===== src/rtl/eei.sv =====
// Shared environment constants and types used by the memory-bus blocks.
// Widths come from here so every requester and the arbiter agree.
// The owner enum is also visible to trace/debug logic.
package eei;

   localparam int XLEN              = 32;
   localparam int MEMBUS_DATA_WIDTH = 32;

   // Requester that currently holds the single outstanding downstream transaction.
   typedef enum logic [1:0] {
      NONE   = 2'd0,
      IFETCH = 2'd1,
      DATA   = 2'd2
   } MembusOwner;

endpackage


===== src/rtl/membus_arbiter.sv =====
// Arbitrates the instruction-fetch and load/store requesters onto one downstream membus.
// Latency: zero; both the request and the response path are combinational from the owner register.
// Backpressure: downstream ready reaches only the selected requester; one transaction outstanding at a time.
module membus_arbiter
   import eei::*;
#(
   parameter logic ALTERNATE = 1'b0
) (
   input  logic                           clk,
   input  logic                           rst,
   // instruction-fetch requester
   input  logic                           i_membus_valid_i,
   output logic                           i_membus_ready_o,
   input  logic [XLEN-1:0]                i_membus_addr_i,
   input  logic                           i_membus_wen_i,
   input  logic [MEMBUS_DATA_WIDTH-1:0]   i_membus_wdata_i,
   input  logic [MEMBUS_DATA_WIDTH/8-1:0] i_membus_wmask_i,
   output logic                           i_membus_rvalid_o,
   output logic [MEMBUS_DATA_WIDTH-1:0]   i_membus_rdata_o,
   // load/store requester
   input  logic                           d_membus_valid_i,
   output logic                           d_membus_ready_o,
   input  logic [XLEN-1:0]                d_membus_addr_i,
   input  logic                           d_membus_wen_i,
   input  logic [MEMBUS_DATA_WIDTH-1:0]   d_membus_wdata_i,
   input  logic [MEMBUS_DATA_WIDTH/8-1:0] d_membus_wmask_i,
   output logic                           d_membus_rvalid_o,
   output logic [MEMBUS_DATA_WIDTH-1:0]   d_membus_rdata_o,
   // downstream port toward the MMIO controller
   output logic                           membus_valid_o,
   input  logic                           membus_ready_i,
   output logic [XLEN-1:0]                membus_addr_o,
   output logic                           membus_wen_o,
   output logic [MEMBUS_DATA_WIDTH-1:0]   membus_wdata_o,
   output logic [MEMBUS_DATA_WIDTH/8-1:0] membus_wmask_o,
   input  logic                           membus_rvalid_i,
   input  logic [MEMBUS_DATA_WIDTH-1:0]   membus_rdata_i,
   // current owner, exported for trace/debug
   output logic [1:0]                     owner_o
);

   MembusOwner owner_q;
   MembusOwner owner_d;
   MembusOwner last_grant_q;
   MembusOwner last_grant_d;
   MembusOwner sel;
   logic       free;
   logic       handshake;

   // Request mux: pick a requester when the downstream port is free and compute the next owner.
   always_comb begin
      // The port frees up in the same cycle the outstanding response returns,
      // which is what allows a new grant back-to-back with a completion.
      free = (owner_q == NONE) || membus_rvalid_i;

      sel = NONE;
      if (i_membus_valid_i && d_membus_valid_i) begin
         if (ALTERNATE && (last_grant_q == DATA)) begin
            sel = IFETCH;
         end else begin
            sel = DATA;
         end
      end else if (d_membus_valid_i) begin
         sel = DATA;
      end else if (i_membus_valid_i) begin
         sel = IFETCH;
      end
      if (rst || !free) begin
         sel = NONE;
      end

      membus_valid_o   = 1'b0;
      membus_addr_o    = '0;
      membus_wen_o     = 1'b0;
      membus_wdata_o   = '0;
      membus_wmask_o   = '0;
      i_membus_ready_o = 1'b0;
      d_membus_ready_o = 1'b0;
      case (sel)
         IFETCH: begin
            membus_valid_o   = 1'b1;
            membus_addr_o    = i_membus_addr_i;
            membus_wen_o     = i_membus_wen_i;
            membus_wdata_o   = i_membus_wdata_i;
            membus_wmask_o   = i_membus_wmask_i;
            i_membus_ready_o = membus_ready_i;
         end
         DATA: begin
            membus_valid_o   = 1'b1;
            membus_addr_o    = d_membus_addr_i;
            membus_wen_o     = d_membus_wen_i;
            membus_wdata_o   = d_membus_wdata_i;
            membus_wmask_o   = d_membus_wmask_i;
            d_membus_ready_o = membus_ready_i;
         end
         default: ;
      endcase

      // A new grant takes priority over the completion arriving in the same cycle.
      handshake    = (sel != NONE) && membus_ready_i;
      owner_d      = owner_q;
      last_grant_d = last_grant_q;
      if (handshake) begin
         owner_d      = sel;
         last_grant_d = sel;
      end else if (membus_rvalid_i) begin
         owner_d = NONE;
      end
   end

   // Response demux: steer the downstream response to the owner; a response with no owner is dropped.
   always_comb begin
      i_membus_rvalid_o = 1'b0;
      i_membus_rdata_o  = '0;
      d_membus_rvalid_o = 1'b0;
      d_membus_rdata_o  = '0;
      if (!rst) begin
         case (owner_q)
            IFETCH: begin
               i_membus_rvalid_o = membus_rvalid_i;
               i_membus_rdata_o  = membus_rdata_i;
            end
            DATA: begin
               d_membus_rvalid_o = membus_rvalid_i;
               d_membus_rdata_o  = membus_rdata_i;
            end
            default: ;
         endcase
      end
   end

   // Owner and last-grant registers; reset abandons any in-flight transaction.
   always_ff @(posedge clk) begin
      if (rst) begin
         owner_q      <= NONE;
         last_grant_q <= IFETCH;
      end else begin
         owner_q      <= owner_d;
         last_grant_q <= last_grant_d;
      end
   end

   assign owner_o = owner_q;

endmodule


===== config.mk =====
export PLATFORM = sky130hd
export DESIGN_NAME = membus_arbiter
export DESIGN_NICKNAME = d
export VERILOG_FILES = /design/src/rtl/eei.sv /design/src/rtl/membus_arbiter.sv
export SDC_FILE = /design/constraint.sdc
export NUM_CORES = 1
export LEC_CHECK = 0
export CAP_MARGIN = 0
export CORE_AREA = 4 4 121 123
export DETAILED_ROUTE_END_ITERATION = 12
export DIE_AREA = 0 0 125 127
export GPL_TIMING_DRIVEN = 0
export PLACE_DENSITY_LB_ADDON = 0.1
export SLEW_MARGIN = 20
export SYNTH_ARGS = -nofsm -noshare
export SYNTH_HDL_FRONTEND = slang
export SYNTH_SLANG_ARGS = --single-unit
export TNS_END_PERCENT = 50

===== constraint.sdc =====
create_clock -name clk -period 2.21 [get_ports clk]
set_clock_uncertainty 0.2 [all_clocks]
set_input_delay 0.221 -clock clk [delete_from_list [all_inputs] [get_ports clk]]
set_output_delay 0.221 -clock clk [all_outputs]
set_load 0.02 [all_outputs]

==> impl_metrics.json <==
{
  "status": "complete, but fails checks",
  "violations": "negative setup slack",
  "synth_top_cells_by_count": "135 x nor2_1, 69 x a22oi_1, 36 x nand2b_1, 18 x buf_2, 8 x clkbuf_1",
  "synth_area_leaders": "a22oi_1 31%, nor2_1 31%, nand2b_1 14%",
  "critPathLaunchType": "flop",
  "ys.flop_type": "dfxtp_1",
  "detail_route.iter0.violations": 78,
  "synth_top_family_by_area": "simple AND/OR/NAND/NOR gates",
  "synth_cell_type_count": 18,
  "rsz0062_at_grt": "yes",
  "p_leak_nw": 2.15,
  "hpwlAfterDp_um": 11100,
  "ys_seq_area_share_pct": 2.41,
  "grt-ovfl-total": 0,
  "chipWidth_um": 125,
  "tightest_slew_ns": 0.329,
  "ant_nets": 0,
  "syn_avg_cell_area_um2": 5.61,
  "synth_fa_ha_area_share_pct": 2.26,
  "cts_tree": "done",
  "fp.dieH_um": 127,
  "endpoint_kind": "output port",
  "cpMostUsedCell": "clkbuf_16",
  "min_period_ns": 2.29,
  "clk_pin_slew_worst_paths_ns": 0.03,
  "tns_ns": -2.95,
  "gp_congestion": 0.877,
  "ios": 316,
  "crit_arrival_ns": 1.87,
  "crit_buf_inv": 4,
  "async_reset_ff_share_pct": 0,
  "root_buffer": "clkbuf_16",
  "clockBufferDepth": 2,
  "dr.pass1.iters": 4,
  "crit_fanout": 5,
  "max_stage_delay_ns": 0.35,
  "grt_first_pass_wirelength_um": 19400,
  "rows": 43,
  "htreeDepth": 1,
  "synth_most_common_cell": "nor2_1",
  "io_buffer_count": 314,
  "viasPerCell": 4.23,
  "clk_latency_ns": 0.22,
  "synth_compound_area_share_pct": 32.9,
  "path_cells": "o21bai_4, nand3b_1, inv_2, ha_4, clkbuf_16, clkbuf_16, a22oi_2, nor2_1, buf_4",
  "hold_path.class": "input pin to flop",
  "syn_inst": 296,
  "grt_max_degree": 11,
  "drive_gt1_share_pct": 27.7,
  "wire_per_inst_um": 16.5,
  "preCtsSetupSlack_ns": -0.961,
  "finalInstanceArea_um2": 5650,
  "wl_um": 13300,
  "dieArea_um2": 15900,
  "nNetsFinal": 802,
  "clock-sinks": 2,
  "track_usage_pct": 15.0,
  "antenna_found_initial": 1,
  "slew_headroom_pct": 78.1,
  "drc": 0,
  "ys_seq_elements": 2,
  "critPathKind": "flop to output port",
  "start_util_pct": 12.1,
  "period_share_pct": 104,
  "setup_viol": 69,
  "crit_path_top_delay_cell": "dfxtp_4",
  "cts-hold-fix-buffers": 0,
  "synth.mux.area_fraction_pct": 0,
  "cp_top_family": "buffers and inverters",
  "synth_nets": 475,
  "hold_viol_final": 0,
  "area_growth_pct": 240,
  "powerDensity_nw_per_um2": 220,
  "worst_slack_ns": -0.0828,
  "drv_slew": 0,
  "cts_buffers": 3,
  "num_vias": 3392,
  "syn_area_um2": 1660,
  "yosys.area_share.simple_pct": 47.2,
  "ir_drop_v": 0.000170,
  "synth_top_cell_by_area": "a22oi_1",
  "grt_pass1_vias": 3643,
  "ys_warn_count": 0,
  "required_ns": 1.79,
  "nFillCells": 1421,
  "synth_edf_count": 0,
  "placed_cell_area_um2": 5030,
  "core_area_um2": 13700,
  "cap_violations": 0,
  "synth_top_area_share_pct": 31.2,
  "largest_register_ffs": 2,
  "synth_xor_area_share_pct": 0,
  "timing.fmax_mhz": 436
}
==> cells in the final DEF, fill, tap and decap left out, types with 2 or more instances in the layout <==
cell	Yosys	final
a22oi_1	69	36
a22oi_2	0	33
buf_12	0	5
buf_4	0	63
buf_6	6	23
buf_8	3	10
clkbuf_1	8	2
clkbuf_16	0	8
clkbuf_8	0	5
clkdlybuf4s50_1	0	237
dfxtp_4	0	2
dlygate4sd2_1	0	2
dlymetal6s2s_1	0	2
ha_4	0	2
inv_1	4	2
inv_2	0	2
nand2b_1	36	36
nand3b_1	3	3
nor2_1	135	124
nor2_2	0	4
nor2_4	0	7
o22ai_1	2	2
==> kinds of logic (layout without fill, tap and decap cells) <==
group,Yosys count,count (layout)
flip-flops,2,2
buffers and inverters,40,365
AND/OR/NAND/NOR,178,178
AO/OA/AOI/OAI,73,73
other,0,1
adder cells (fa/ha/maj),3,3
==> report_power, final <==
part	switching (mW)	internal [mW]	total, mW
Combinational	0.370	0.562	0.932
Clock	0.0426	0.230	0.273
Sequential	0.00198	0.0361	0.0381
Total	0.415	0.829	1.24
==> per-stage QoR <==
step	util (%)	cells	total power [mW]	hold slack (ns)
after floorplan	-	296	0.328	0.115
after global placement	36.8	790	0.814	0.348
after detailed placement	36.8	790	0.820	0.354
after CTS	38.7	796	1.19	0.147
after global routing	41.3	802	1.31	0.174
final	41.3	802	1.24	0.152
==> metal layers <==
metal	up-vias	track usage, %	routed length (um)
met5	-	0	0
met4	0	4.59	329
met1	1518	15.8	4870
met3	18	4.56	1160
met2	199	28.5	6920
li1	1657	-	-
==> path summary, 6_finish.rpt <==
kind                         from                 to  slack, ns  depth (start not counted)
setup / recovery       owner_o[0]  membus_wdata_o[6]      -0.08                          9
hold / removal    membus_rvalid_i         owner_o[1]       0.15                          2
setup reg to reg       owner_o[0]         owner_o[0]       0.43                          7
hold reg to reg        owner_o[1]         owner_o[1]       0.35                          2
==> cell type report <==
cell class	instances	area, um2	share of cell area [%]
Tap cell	180	225	3.99
Clock buffer	3	75.1	1.33
Timing Repair Buffer	322	3140	55.7
Sequential cell	2	47.5	0.842
Buffer	36	503	8.91
Inverter	4	15.0	0.266
Antenna cell	1	2.50	0.0443
Multi-Input combinational cell	254	1630	28.9
==> what timing repair did <==
| action | in CTS | in global routing |
|---|---|---|
| gates cloned | 2 | 3 |
| setup buffers | 1 | 2 |
| pin swaps | 10 | 11 |
| setup endpoints to repair | 72 | 75 |
| resized for setup | 446 | 77 |
Power figures use the tool's default switching activity.
